<file path="config.mk">
export PLATFORM = sky130hd
export DESIGN_NAME = sram_arbiter
export DESIGN_NICKNAME = d
export VERILOG_FILES = /design/src/rtl/sram_arbiter.sv
export SDC_FILE = /design/constraint.sdc
export NUM_CORES = 1
export LEC_CHECK = 0
export ABC_CLOCK_PERIOD_IN_PS = 4400
export BUFFER_PORTS_ARGS = -buffer_cell sky130_fd_sc_hd__clkbuf_2
export CAP_MARGIN = 15
export CORE_MARGIN = 2
export CORE_UTILIZATION = 45
export DETAILED_ROUTE_END_ITERATION = 8
export PLACE_DENSITY_LB_ADDON = 0.2
export SYNTH_ARGS = -nofsm -noshare
export SYNTH_HDL_FRONTEND = slang
export SYNTH_SLANG_ARGS = --single-unit
</file>
<file path="constraint.sdc">
create_clock -name clk -period 4.4 [get_ports clk]
set_input_delay 0.66 -clock clk [delete_from_list [all_inputs] [get_ports clk]]
set_output_delay 0.66 -clock clk [all_outputs]
set_load 0.02 [all_outputs]
</file>
<file path="src/rtl/sram_arbiter.sv">
// sram_arbiter: two-port arbiter and cycle sequencer for the 8-bit asynchronous
// external SRAM. Port 0 (core) has fixed priority over port 1 (DMA/loader),
// with a starvation guard that hands port 1 the bus after STARVE_MAX
// consecutive contested port-0 grants. Every pad-facing signal is registered.

module sram_arbiter #(
    parameter int unsigned WAIT_STATES = 2,
    parameter int unsigned STARVE_MAX  = 4
) (
    input  logic        clk,
    input  logic        rst,

    input  logic        p0_req,
    input  logic        p0_we,
    input  logic [20:0] p0_addr,
    input  logic [7:0]  p0_wdata,
    output logic        p0_ack,
    output logic [7:0]  p0_rdata,

    input  logic        p1_req,
    input  logic        p1_we,
    input  logic [20:0] p1_addr,
    input  logic [7:0]  p1_wdata,
    output logic        p1_ack,
    output logic [7:0]  p1_rdata,

    output logic [20:0] sram_addr,
    input  logic [7:0]  sram_dq_i,
    output logic [7:0]  sram_dq_o,
    output logic        sram_dq_oe,
    output logic        sram_we_n,
    output logic        busy
);

    typedef enum logic [1:0] {
        ST_IDLE   = 2'd0,
        ST_ADDR   = 2'd1,
        ST_STROBE = 2'd2,
        ST_DONE   = 2'd3
    } state_t;

    // Down-counter start value: STROBE lasts WAIT_STATES cycles ending at zero.
    localparam logic [3:0] WAIT_LOAD  = 4'(WAIT_STATES - 1);
    localparam logic [3:0] STARVE_LIM = 4'(STARVE_MAX);

    state_t      state_r, state_s;
    logic [3:0]  cnt_r, cnt_s;
    logic [3:0]  starve_r, starve_s;
    logic        sel_r, sel_s;          // granted port: 0 = port 0, 1 = port 1
    logic        we_r, we_s;            // latched direction of the granted access

    logic        gnt_valid_s;
    logic        gnt_p1_s;

    logic [20:0] sram_addr_r, sram_addr_s;
    logic [7:0]  dq_o_r, dq_o_s;
    logic        dq_oe_r, dq_oe_s;
    logic        we_n_r, we_n_s;
    logic        ack0_r, ack0_s;
    logic        ack1_r, ack1_s;
    logic [7:0]  rdata0_r, rdata0_s;
    logic [7:0]  rdata1_r, rdata1_s;
    logic        busy_r, busy_s;

    // Arbitration: port 0 wins contested requests until the starvation limit.
    always_comb begin
        gnt_valid_s = 1'b0;
        gnt_p1_s    = 1'b0;
        if (p0_req && p1_req) begin
            gnt_valid_s = 1'b1;
            gnt_p1_s    = (starve_r == STARVE_LIM);
        end else if (p0_req) begin
            gnt_valid_s = 1'b1;
            gnt_p1_s    = 1'b0;
        end else if (p1_req) begin
            gnt_valid_s = 1'b1;
            gnt_p1_s    = 1'b1;
        end else begin
            gnt_valid_s = 1'b0;
            gnt_p1_s    = 1'b0;
        end
    end

    // Next-state and next-output logic for the access sequencer.
    always_comb begin
        state_s     = state_r;
        cnt_s       = cnt_r;
        starve_s    = starve_r;
        sel_s       = sel_r;
        we_s        = we_r;
        sram_addr_s = sram_addr_r;
        dq_o_s      = dq_o_r;
        dq_oe_s     = dq_oe_r;
        we_n_s      = 1'b1;
        ack0_s      = 1'b0;
        ack1_s      = 1'b0;
        rdata0_s    = rdata0_r;
        rdata1_s    = rdata1_r;

        case (state_r)
            ST_IDLE: begin
                dq_oe_s = 1'b0;
                if (gnt_valid_s) begin
                    state_s = ST_ADDR;
                    sel_s   = gnt_p1_s;
                    if (gnt_p1_s) begin
                        we_s        = p1_we;
                        sram_addr_s = p1_addr;
                        if (p1_we) begin
                            dq_o_s = p1_wdata;
                        end else begin
                            dq_o_s = dq_o_r;
                        end
                        // Write drive starts with the address phase.
                        dq_oe_s  = p1_we;
                        starve_s = 4'd0;
                    end else begin
                        we_s        = p0_we;
                        sram_addr_s = p0_addr;
                        if (p0_we) begin
                            dq_o_s = p0_wdata;
                        end else begin
                            dq_o_s = dq_o_r;
                        end
                        dq_oe_s = p0_we;
                        // Count only port-0 grants that made port 1 wait.
                        if (p1_req) begin
                            starve_s = starve_r + 4'd1;
                        end else begin
                            starve_s = 4'd0;
                        end
                    end
                end else begin
                    state_s = ST_IDLE;
                end
            end

            ST_ADDR: begin
                state_s = ST_STROBE;
                cnt_s   = WAIT_LOAD;
                we_n_s  = ~we_r;
            end

            ST_STROBE: begin
                if (cnt_r == 4'd0) begin
                    // Last strobe cycle ends here: release strobe, sample read data.
                    state_s = ST_DONE;
                    we_n_s  = 1'b1;
                    if (sel_r) begin
                        ack1_s = 1'b1;
                        if (!we_r) begin
                            rdata1_s = sram_dq_i;
                        end else begin
                            rdata1_s = rdata1_r;
                        end
                    end else begin
                        ack0_s = 1'b1;
                        if (!we_r) begin
                            rdata0_s = sram_dq_i;
                        end else begin
                            rdata0_s = rdata0_r;
                        end
                    end
                end else begin
                    cnt_s  = cnt_r - 4'd1;
                    we_n_s = ~we_r;
                end
            end

            ST_DONE: begin
                // Data hold cycle is over; release the pad on the way to IDLE.
                state_s = ST_IDLE;
                dq_oe_s = 1'b0;
            end

            default: begin
                state_s = ST_IDLE;
                dq_oe_s = 1'b0;
            end
        endcase

        busy_s = (state_s != ST_IDLE);
    end

    // Sequencer state and control registers.
    always_ff @(posedge clk) begin
        if (rst) begin
            state_r  <= ST_IDLE;
            cnt_r    <= 4'd0;
            starve_r <= 4'd0;
            sel_r    <= 1'b0;
            we_r     <= 1'b0;
            busy_r   <= 1'b0;
        end else begin
            state_r  <= state_s;
            cnt_r    <= cnt_s;
            starve_r <= starve_s;
            sel_r    <= sel_s;
            we_r     <= we_s;
            busy_r   <= busy_s;
        end
    end

    // Pad-side and requester-side output registers.
    always_ff @(posedge clk) begin
        if (rst) begin
            sram_addr_r <= 21'd0;
            dq_o_r      <= 8'h00;
            dq_oe_r     <= 1'b0;
            we_n_r      <= 1'b1;
            ack0_r      <= 1'b0;
            ack1_r      <= 1'b0;
            rdata0_r    <= 8'h00;
            rdata1_r    <= 8'h00;
        end else begin
            sram_addr_r <= sram_addr_s;
            dq_o_r      <= dq_o_s;
            dq_oe_r     <= dq_oe_s;
            we_n_r      <= we_n_s;
            ack0_r      <= ack0_s;
            ack1_r      <= ack1_s;
            rdata0_r    <= rdata0_s;
            rdata1_r    <= rdata1_s;
        end
    end

    assign sram_addr  = sram_addr_r;
    assign sram_dq_o  = dq_o_r;
    assign sram_dq_oe = dq_oe_r;
    assign sram_we_n  = we_n_r;
    assign p0_ack     = ack0_r;
    assign p1_ack     = ack1_r;
    assign p0_rdata   = rdata0_r;
    assign p1_rdata   = rdata1_r;
    assign busy       = busy_r;

    sram_arbiter_chk u_chk (
        .clk        (clk),
        .rst        (rst),
        .p0_ack     (ack0_r),
        .p1_ack     (ack1_r),
        .sram_we_n  (we_n_r),
        .sram_dq_oe (dq_oe_r),
        .busy       (busy_r)
    );

endmodule

// Safety properties on the pad and handshake outputs.
module sram_arbiter_chk (
    input  logic clk,
    input  logic rst,
    input  logic p0_ack,
    input  logic p1_ack,
    input  logic sram_we_n,
    input  logic sram_dq_oe,
    input  logic busy
);

    // Only one port is ever acknowledged in a cycle.
    a_one_ack: assert property (@(posedge clk) disable iff (rst) !(p0_ack && p1_ack));

    // A write strobe is only ever issued while the data bus is being driven.
    a_strobe_oe: assert property (@(posedge clk) disable iff (rst) !sram_we_n |-> sram_dq_oe);

    // The pad is never driven while the sequencer is idle.
    a_idle_oe: assert property (@(posedge clk) disable iff (rst) !busy |-> !sram_dq_oe);

endmodule

</file>
==> reports/qor.yml, run 1 <==
run_status:
  status: "finished, final reports clean"
yosys:
  synth_nets: 372
  synth-edff-count: 0
  ys_warn_count: 0
  synth_top_cell_by_area: "dfxtp_1"
  synth_ff_type: "dfxtp_1"
  synth_top_family_by_area: "compound AO/OA/AOI/OAI gates"
  synthTopCellsByArea: "dfxtp_1 42%, mux2i_1 11%, a211oi_2 7.7%, nor2_1 5.0%, ha_1 3.8%"
  yosysSeqAreaShare_pct: 42.23
  syn_inst: 291
  synthAdderAreaFrac_pct: 3.831
  syn_area_per_cell_um2: 10.10
  synth-compound-area-share_pct: 18.86
  yosysTopAreaCellShare_pct: 42.23
  synth.area.mux_share_pct: 11.28
  synth_cell_types: 46
  synth-seq-cells: 62
  synth_area_um2: 2939
  synthArstFlopShare_pct: 0
  synthSimpleGateAreaFrac_pct: 17.20
  synth_xor_area_share_pct: 0
sta:
  rsz0062_at_grt: "no"
  finalCritPeriodShare_pct: 54.92
  setup_tns_ns: 0
  fin_crit_ns: 2.416
  finalHoldViolations: 0
  max_slew_margin_pct: 42.27
  worst_pin_slew_ns: 0.8659
  fmaxAchievable_ghz: 0.4138
  finalSetupViolCount: 0
  final.setup_skew_ns: 0.009079
  drv_slew: 0
finish:
  nets: 488
  layout_commonest_cell: "clkbuf_2"
  area_growth_pct: 27.63
  seqCellArea_um2: 1241
  antenna_cells: 0
  final_core_util_pct: 59.07
  nFillCells: 588
  final_cell_mix: "121 x clkbuf_2, 62 x dfxtp_1, 39 x nor2_1"
  multi_input_area_um2: 1516
  drive_gt1_share_pct: 42.72
critical_path:
  worst_ep_required_time_ns: 4.57
  worst-setup-path-type: "flip-flop to flip-flop"
  timing.rr.start: "state_r[0]"
  crit_arrival_ns: 2.59
  r2r_cells: 6
  cp-end-kind: "flip-flop"
  reg2reg_to: "p1_rdata[3]"
  r2r_setup_slack_ns: 1.98
  start_kind: "flip-flop"
  crit_path_max_fanout: 8
die:
  die-area_um2: 7194
  ios: 122
  die_height_um: 84.82
  start_util_pct: 46.29
  die_w_um: 84.82
  rows: 29
  core_um2: 6350
power_and_ir_drop:
  comb_power_share_pct: 41.6
  p_total_uw: 2157
  clockPowerShare_pct: 22.1
  power_frac_seq_pct: 36.3
  swShare_pct: 39.48
  p_sw_uw: 851.8
  internal_power_uw: 1306
  vdd_drop_max_v: 0.0005206
  power_density_nw_per_um2: 575.2
  leakage_uw: 0.001629
detailed_routing:
  dr.pass1.iters: 4
  ant_nets: 0
  wl_mm: 6.427
  drtIter0Drc: 99
  viasPerCell: 5.131
  via_count: 2509
  drc: 0
  wl_per_cell_um: 13.14
global_routing:
  grt_overflow: 0
  grt_pass1_wl_mm: 10.41
  grt_max_degree: 52
  antenna_found_initial: 0
  grt_pass1_vias: 2307
  grt_usage_pct: 17.60
placement:
  dp_hpwl_mm: 4.545
  routabilityCongestion: 0.8175
  numPortBuffers: 121
clock_network:
  cts-htree-levels: 3
  cts_tree: "done"
  post_cts_buffers: 0
  clkSinkCount: 62
  numCtsBuffers: 9
  postCtsHoldBufs: 0
  clk_pin_slew_ns: 0.07
  insertion_delay_ns: 0.32
  max-clock-path-buffers: 2
  cts_resized: 0
  clockRootBuffer: "clkbuf_8"
worst_hold_path:
  min_path_type: "flip-flop to flip-flop"
  whs_path_depth: 2
  whs_endpoint: "sram_dq_o[3]"
  worstHoldStart: "sram_dq_o[3]"
flow_run:
  cap_viol_max_count: 0
[per-stage QoR]
| stage | std cells | hold slack (ns) | area (um2) | worst slack [ns] |
|---|---|---|---|---|
| after floorplan | 291 | 0.4422 | 2939 | 2.726 |
| after global placement | 472 | 0.4407 | 3542 | 1.982 |
| after detailed placement | 472 | 0.4439 | 3542 | 1.949 |
| after CTS | 488 | 0.4550 | 3731 | 2.003 |
| after global routing | 489 | 0.4787 | 3751 | 1.833 |
| final | 489 | 0.4542 | 3751 | 1.984 |
[power by group through the flow]
| stage | Clock [uW] | Combinational, uW | Sequential [uW] |
|---|---|---|---|
| final | 477 | 898 | 783 |
| after global routing | 523 | 992 | 803 |
| after CTS | 494 | 886 | 783 |
| after detailed placement | 0 | 883 | 795 |
| after global placement | 0 | 869 | 790 |
| after floorplan | 0 | 499 | 934 |
[worst max path at each step]
stage	start	to	depth (start not counted)
after floorplan	state_r[0]	p1_rdata[0]	8
after global placement	p0_req	sram_dq_o[6]	5
after detailed placement	p0_req	sram_dq_o[6]	5
after CTS	state_r[0]	p1_rdata[3]	6
after global routing	state_r[0]	p1_rdata[5]	6
final	state_r[0]	p1_rdata[3]	6
[critical path, stage by stage (launching register included)]
cell       delay [ns]
dfxtp_1          0.35
inv_1            0.11
ha_1             0.29
nand4bb_1        0.37
nor3b_2          0.81
mux2i_1          0.28
nor2_1           0.06
[synthesized netlist by cell type (2+ instances only)]
cell	count
dfxtp_1	62
mux2i_1	32
a2111oi_2	2
inv_1	16
o21ai_0	4
nor4b_1	8
nor3b_1	2
a211oi_2	18
a211oi_1	3
buf_2	6
clkbuf_1	9
nor2b_1	3
and4b_2	6
nand2_1	20
ha_1	9
nor2_1	39
a21oi_1	11
buf_12	2
buf_6	2
a22oi_1	5
a2111oi_1	6
and4b_1	2
[kinds of logic after synthesis]
family	after synthesis
AOI/OAI and AO/OA	59
adders and majority gates	9
buffers and inverters	36
DFF	62
muxes	33
and+or+nand+nor	92
[final cells by class]
type                       instances  share of cell area, %
sequential                        62                  33.09
clock inverter                     7                  1.734
clock buffer                       9                  3.302
timing repair buffer             125                  17.28
multi-input combinational        193                  40.43
tap                               77                  2.568
inverter                          16                  1.601
[registers in the layout, indices dropped and copies added, names as in the netlist, 2 cells and up]
signal and flops:
cnt_r 4, p0_rdata 8, p1_rdata 8, sram_addr 21, sram_dq_o 8, starve_r 4, state_r 2
[layer usage]
metal	track usage, %	routed length, um	vias to the layer above
met5	0	0	-
met4	4.329	19	0
met3	4.864	444	2
met2	29.28	2925	94
met1	22.78	3038	1133
li1	-	-	1280
No activity file was read; power rests on OpenSTA's default activity.
==> run 2, diff against run 1 <==
Settings changed: ABC_AREA set to 1, ABC_CLOCK_PERIOD_IN_PS 4400 to 2460.
Clock period 4.4 ns to 2.46 ns, I/O delays scaled along.
==> run 2 against run 1 <==
Cell area is 0.77% higher. First-iteration DRC count fell by 32%. Combinational power is 6.8% higher. Synthesized cell count rose by 52%. Worst setup slack got worse by 1.4 ns. Non-clock buffer count stayed put. Via count grew 17%. Sequential share of layout area fell by 0.25 points. Maximum frequency increased by 31%. Clock power is 92% higher. Cell count up 31%. Critical endpoint is now sram_addr[14]. Largest cell class unchanged.
==> reports/qor.yml, run 2 <==
finish:
  final_cell_mix: "122 x nand2_1, 121 x clkbuf_2, 71 x inv_1"  # was 121 x clkbuf_2, 62 x dfxtp_1, 39 x nor2_1
  drive_gt1_share_pct: 26.42  # was 42.72%
  area_growth_pct: 28.06  # was 27.63%
  nets: 640  # was 488
  antenna_cells: 0  # unchanged
  fin_cells: 641  # was 489
  layout_commonest_cell: "nand2_1"  # was clkbuf_2
  largest_reg_flops: 21  # unchanged
sta:
  finalSetupViolCount: 0  # unchanged
  final.setup_skew_ns: 0.009393  # was 0.009079 ns
  worst_pin_slew_ns: 0.8759  # was 0.8659 ns
  setup_tns_ns: 0  # unchanged
  max_slew_margin_pct: 41.54  # was 42.27%
  rsz0062_at_grt: "no"  # unchanged
  drv_slew: 0  # unchanged
  finalHoldViolations: 0  # unchanged
  fmaxAchievable_ghz: 0.5421  # was 0.4138 GHz
  fin_crit_ns: 1.845  # was 2.416 ns
  finalCritPeriodShare_pct: 74.98  # was 54.92%
critical_path:
  path_buf_inv: 3  # was 1
  worstPathCellList: "inv_1 -> ha_1 -> nand3_1 -> nand2_2 -> nand2_2 -> inv_1 -> nand2_1 -> nand3_1 -> nand2_1 -> inv_1"  # was inv_1 -> ha_1 -> nand4bb_1 -> nor3b_2 -> mux2i_1 -> nor2_1
  cp_slowest_stage_delay_ns: 0.63  # was 0.81 ns
  cp_common_cell: "inv_1"
  start_kind: "flip-flop"  # unchanged
  worst_ep_required_time_ns: 2.74  # was 4.57 ns
  crit_path_max_fanout: 30  # was 8
  slowest_stage: "inv_1"  # was nor3b_2
  path_delay_family: "buffers and inverters"  # was simple AND/OR/NAND/NOR gates
  cp-end-kind: "flip-flop"  # unchanged
  worst-setup-path-type: "flip-flop to flip-flop"  # unchanged
  crit_arrival_ns: 2.12  # was 2.59 ns
detailed_routing:
  wl_mm: 6.655  # was 6.427 mm
  via_count: 2928  # was 2509
  dr.pass1.iters: 4  # unchanged
  wl_per_cell_um: 10.38  # was 13.14 um
  drc: 0  # unchanged
  ant_nets: 0  # unchanged
  drtIter0Drc: 67  # was 99
  viasPerCell: 4.568  # was 5.131
clock_network:
  clockRootBuffer: "clkbuf_8"  # unchanged
  numCtsBuffers: 9  # unchanged
  clk_pin_slew_ns: 0.08  # was 0.07 ns
  post_cts_buffers: 0  # unchanged
  clkSinkCount: 62  # unchanged
  postCtsHoldBufs: 0  # unchanged
  cts_tree: "done"  # unchanged
  cts_resized: 0  # unchanged
  max-clock-path-buffers: 2  # unchanged
  insertion_delay_ns: 0.33  # was 0.32 ns
  cts-htree-levels: 3  # unchanged
die:
  die_height_um: 84.99  # was 84.82 um
  start_util_pct: 46.48  # was 46.29%
  die_w_um: 84.99  # was 84.82 um
  rows: 29  # unchanged
  die-area_um2: 7223  # was 7194 um2
  core_um2: 6350  # unchanged
  ios: 122  # unchanged
yosys:
  synth_cell_types: 21  # was 46
  yosysSeqAreaShare_pct: 42.05  # was 42.23%
  syn_inst: 442  # was 291
  yosysTopAreaCellShare_pct: 42.05  # was 42.23%
  synth_ff_type: "dfxtp_1"  # unchanged
  ys_warn_count: 0  # unchanged
  synth-seq-cells: 62  # unchanged
  syn_area_per_cell_um2: 6.678  # was 10.10 um2
  synth_area_um2: 2952  # was 2939 um2
  post-synth-top-count-cell: "nand2_1"  # was dfxtp_1
  synthTopCellsByArea: "dfxtp_1 42%, nand2_1 16%, inv_1 9.0%, nor2_1 8.8%, nand3_1 4.9%"  # was dfxtp_1 42%, mux2i_1 11%, a211oi_2 7.7%, nor2_1 5.0%, ha_1 3.8%
  synth_common_cells: "122 x nand2_1, 71 x inv_1, 69 x nor2_1"  # was 62 x dfxtp_1, 39 x nor2_1, 32 x mux2i_1
  synth-edff-count: 0  # unchanged
  synth_top_cell_by_area: "dfxtp_1"  # unchanged
  synthArstFlopShare_pct: 0  # unchanged
  synth_nets: 523  # was 372
worst_hold_path:
  min_path_type: "input port to flip-flop"  # was flip-flop to flip-flop
power_and_ir_drop:
  comb_power_share_pct: 30.7  # was 41.6%
  swShare_pct: 35.91  # was 39.48%
  vdd_drop_max_v: 0.0004362  # was 0.0005206 V
  leakage_uw: 0.002091  # was 0.001629 uW
  p_sw_uw: 1120  # was 851.8 uW
  power_frac_seq_pct: 39.9  # was 36.3%
  power_density_nw_per_um2: 825.1  # was 575.2 nW/um2
  clockPowerShare_pct: 29.3  # was 22.1%
  internal_power_uw: 1999  # was 1306 uW
global_routing:
  grt_usage_pct: 18.57  # was 17.60%
  grt_pass1_vias: 2625  # was 2307
  grt_pass1_wl_mm: 10.92  # was 10.41 mm
  grt_max_degree: 44  # was 52
  grt_overflow: 0  # unchanged
  antenna_found_initial: 0  # unchanged
placement:
  dp_hpwl_mm: 4.878  # was 4.545 mm
  dp.cells: 625  # was 472
  numPortBuffers: 121  # unchanged
  routabilityCongestion: 0.7540  # was 0.8175
run_status:
  status: "finished, final reports clean"  # unchanged
flow_run:
  cap_viol_max_count: 0  # unchanged
-- run 2: cell type report --
cell class / count / area, um2
Fill cell: 613 / 2570
Timing Repair Buffer: 125 / 635.6
Multi-Input combinational cell: 290 / 1331
Tap cell: 77 / 96.34
Clock inverter: 6 / 71.32
Clock buffer: 10 / 137.6
Sequential cell: 62 / 1241
Inverter: 71 / 266.5
-- run 2: kinds of logic (layout without fill, tap and decap cells) --
kind of cell	after synthesis	after routing	synth area share, %
XOR/XNOR	2	2	0.5936
flip-flops	62	62	42.05
buffers and inverters	90	212	12.84
adder cells (fa/ha/maj)	9	9	3.815
AO/OA/AOI/OAI	48	48	8.309
AND/OR/NAND/NOR	231	231	32.39
-- run 2: path summary, 6_finish.rpt --
kind / from / endpoint / slack (ns) / depth (start not counted)
hold / removal: p1_addr[18] / sram_addr[18] / 0.32 / 5
setup / recovery: starve_r[0] / sram_addr[14] / 0.62 / 10
setup reg to reg: starve_r[0] / sram_addr[14] / 0.62 / 10
hold reg to reg: p0_rdata[6] / p0_rdata[6] / 0.44 / 2
-- run 2: layer usage --
metal / share of wire [%] / vias to the layer above / global-route usage, %
met3: 7.7 / 13 / 4.961
met5: 0 / - / 0
met1: 45 / 1255 / 21.71
met2: 46 / 96 / 31.53
li1: - / 1564 / -
met4: 1.8 / 0 / 8.802
-- run 2: power by group through the flow --
stage,Sequential [uW],Combinational (uW),Clock [uW]
finish,1250,959,915
global route,1260,1090,981
CTS,1250,969,941
detailed placement,1270,963,0
global placement,1260,949,0
floorplan,1410,540,0
-- run 2: through the flow --
step                      hold WS, ns  cell area (um2)  total power [uW]  setup slack [ns]  utilization (%)
after floorplan                0.4447             2952              1952             1.029                -
after global placement         0.4312             3571              2210            0.6792            56.24
after detailed placement       0.4353             3571              2229            0.6082            56.24
after CTS                      0.3014             3780              3157            0.5871            59.53
after global routing           0.3220             3780              3331            0.3921            59.53
final                          0.3191             3780              3119            0.6154            59.53
-- run 2: worst min-delay path, cell delays in order --
cell      delay (ns)
clkbuf_2        0.07
nand2_1         0.04
nand3_1         0.06
nand2_1         0.04
inv_1           0.04
==> run 3, diff against run 2 <==
Settings changed: ABC_CLOCK_PERIOD_IN_PS 2460 to 1600, CORE_UTILIZATION 45 to 43.
Clock period 2.46 ns to 1.6 ns, I/O delays scaled along.
==> run 3 against run 2 <==
First-iteration DRC count decreased by 3.0%. Die area increased by 4.4%. Largest power group unchanged. Highest routed layer unchanged. Via count increased by 0.31%. Critical path depth increased by 1. Total power increased by 61%. Global-route usage increased by 0.11 points. Clock-buffer cell count decreased by 1.
==> reports/qor.yml, run 3 (synthesis gave the netlist of run 2 again) <==
die:
  ios: 122  # unchanged
  core_um2: 6719  # was 6350 um2
  start_util_pct: 43.93  # was 46.48%
  rows: 30  # was 29
  die_height_um: 86.85  # was 84.99 um
  die_w_um: 86.85  # was 84.99 um
  die-area_um2: 7543  # was 7223 um2
placement:
  dp_hpwl_mm: 5.093  # was 4.878 mm
  routabilityCongestion: 0.8285  # was 0.7540
  dp.cells: 635  # was 625
  numPortBuffers: 121  # unchanged
clock_network:
  clockRootBuffer: "clkbuf_8"  # unchanged
  insertion_delay_ns: 0.34  # was 0.33 ns
  clkSinkCount: 62  # unchanged
  clk_pin_slew_ns: 0.08  # about the same
  postCtsHoldBufs: 0  # unchanged
  cts_tree: "done"  # unchanged
  cts-htree-levels: 3  # unchanged
  max-clock-path-buffers: 2  # unchanged
  numCtsBuffers: 9  # unchanged
sta:
  finalHoldViolations: 0  # unchanged
  finalSetupViolCount: 0  # unchanged
  final.setup_skew_ns: 0.01224  # was 0.009393 ns
  whs_ns: 0.1738  # was 0.3191 ns
  rsz0062_at_grt: "yes"  # was no
  drv_slew: 0  # unchanged
  finalCritPeriodShare_pct: 93.48  # was 74.98%
  fin_crit_ns: 1.496  # was 1.845 ns
  fmaxAchievable_ghz: 0.6686  # was 0.5421 GHz
  max_slew_margin_pct: 73.01  # was 41.54%
  worst_pin_slew_ns: 0.4034  # was 0.8759 ns
power_and_ir_drop:
  leakage_uw: 0.002148  # was 0.002091 uW
  power_density_nw_per_um2: 1289  # was 825.1 nW/um2
  vdd_drop_max_v: 0.0005992  # was 0.0004362 V
global_routing:
  grt_pass1_vias: 2661  # was 2625
  grt_usage_pct: 18.69  # was 18.57%
  grt_pass1_wl_mm: 11.23  # was 10.92 mm
  antenna_found_initial: 0  # unchanged
  grt_max_degree: 30  # was 44
  grt_overflow: 0  # unchanged
detailed_routing:
  viasPerCell: 4.512  # was 4.568
  dr.pass1.iters: 5  # was 4
  via_count: 2937  # was 2928
  wl_per_cell_um: 10.43  # was 10.38 um
  drc: 0  # unchanged
  wl_mm: 6.787  # was 6.655 mm
  drtIter0Drc: 65  # was 67
  ant_nets: 0  # unchanged
critical_path:
  start_kind: "flip-flop"  # unchanged
  worst-setup-path-type: "flip-flop to flip-flop"  # unchanged
  worstPathCellList: "inv_1 -> ha_1 -> nand3_1 -> nand2_2 -> nand2_2 -> inv_1 -> buf_12 -> nand2_1 -> nand2_1 -> nor2_1 -> nor2_1"  # was inv_1 -> ha_1 -> nand3_1 -> nand2_2 -> nand2_2 -> inv_1 -> nand2_1 -> nand3_1 -> nand2_1 -> inv_1
  worst_ep_required_time_ns: 1.84  # was 2.74 ns
  cp_slowest_stage_delay_ns: 0.35  # was 0.63 ns
  crit_path_max_fanout: 29  # was 30
  reg2reg_to: "sram_dq_o[6]"  # was sram_addr[14]
  timing.rr.start: "starve_r[0]"  # unchanged
  slowest_stage: "dfxtp_2"  # was inv_1
  r2r_setup_slack_ns: 0.10  # was 0.62 ns
  cp-end-kind: "flip-flop"  # unchanged
  r2r_cells: 11  # was 10
  crit_arrival_ns: 1.74  # was 2.12 ns
worst_hold_path:
  min_path_type: "input port to flip-flop"  # unchanged
  whs_path_depth: 5  # unchanged
  whs_endpoint: "sram_addr[8]"  # was sram_addr[18]
  worstHoldStart: "p1_addr[8]"  # was p1_addr[18]
flow_run:
  cap_viol_max_count: 0  # unchanged
finish:
  area_growth_pct: 32.13  # was 28.06%
  antenna_cells: 0  # unchanged
  final_cell_mix: "122 x nand2_1, 121 x clkbuf_2, 69 x inv_1, 69 x nor2_1, 60 x dfxtp_1"  # was 122 x nand2_1, 121 x clkbuf_2, 71 x inv_1
  largest_reg_flops: 21  # unchanged
  nets: 647  # was 640
  layout_commonest_cell: "nand2_1"  # unchanged
  fin_cells: 651  # was 641
  drive_gt1_share_pct: 28.20  # was 26.42%
  final_core_util_pct: 58.04  # was 59.53%
run_status:
  status: "finished, final reports clean"  # unchanged
run 3: metal layers:
layer,part of all wire [%],track usage [%]
met3,7.1,6.540
met1,46,22.09
met4,1.3,7.528
met5,0,0
met2,46,30.88
run 3: area by class of cell:
class                   count  area [um2]
fillers                   656        2819
clock buffers               9       123.9
flip-flops and latches     62        1244
multi-input cells         290        1334
well taps                  80       100.1
clock inverters             7       102.6
inverters                  71       266.5
repair buffers            132       729.5
run 3: report_power, final:
group	total, uW	leakage (uW)	internal, uW	switching (uW)
Clock	1570	0.000111	898	671
Sequential	1910	0.000510	1790	127
Combinational	1550	0.00153	576	970
run 3: how the worst max path moves through the flow:
stage	startpoint	end	slack, ns	cells after the start
2_1_floorplan	state_r[0]	p0_rdata[6]	0.17	8
3_3_place_gp	starve_r[0]	sram_dq_o[6]	0.07	11
3_5_place_dp	starve_r[0]	sram_dq_o[3]	0.03	10
4_1_cts	starve_r[0]	sram_dq_o[3]	0.04	10
5_1_grt	cnt_r[0]	cnt_r[2]	-0.03	8
6_report	starve_r[0]	sram_dq_o[6]	0.10	11
run 3: repair_timing:
item | CTS | global route
endpoints found under the setup margin | 0 | 47
resized for setup | 0 | 11
setup buffers | 0 | 0
run 3: critical path: cells and delay by family, from the launching register on:
family | cells | cell delay (ns)
fa+ha+maj | 1 | 0.18
buf+inv | 3 | 0.32
flops | 1 | 0.35
simple gates | 7 | 0.54
run 3: per-stage QoR:
step	power [uW]	TNS [ns]	setup WS [ns]	cell area [um2]
after floorplan	3001	0	0.1690	2952
after global placement	3456	0	0.07479	3665
after detailed placement	3492	0	0.03414	3665
after CTS	5086	0	0.03622	3891
after global routing	5379	-0.08511	-0.02556	3900
final	5029	0	0.1043	3900
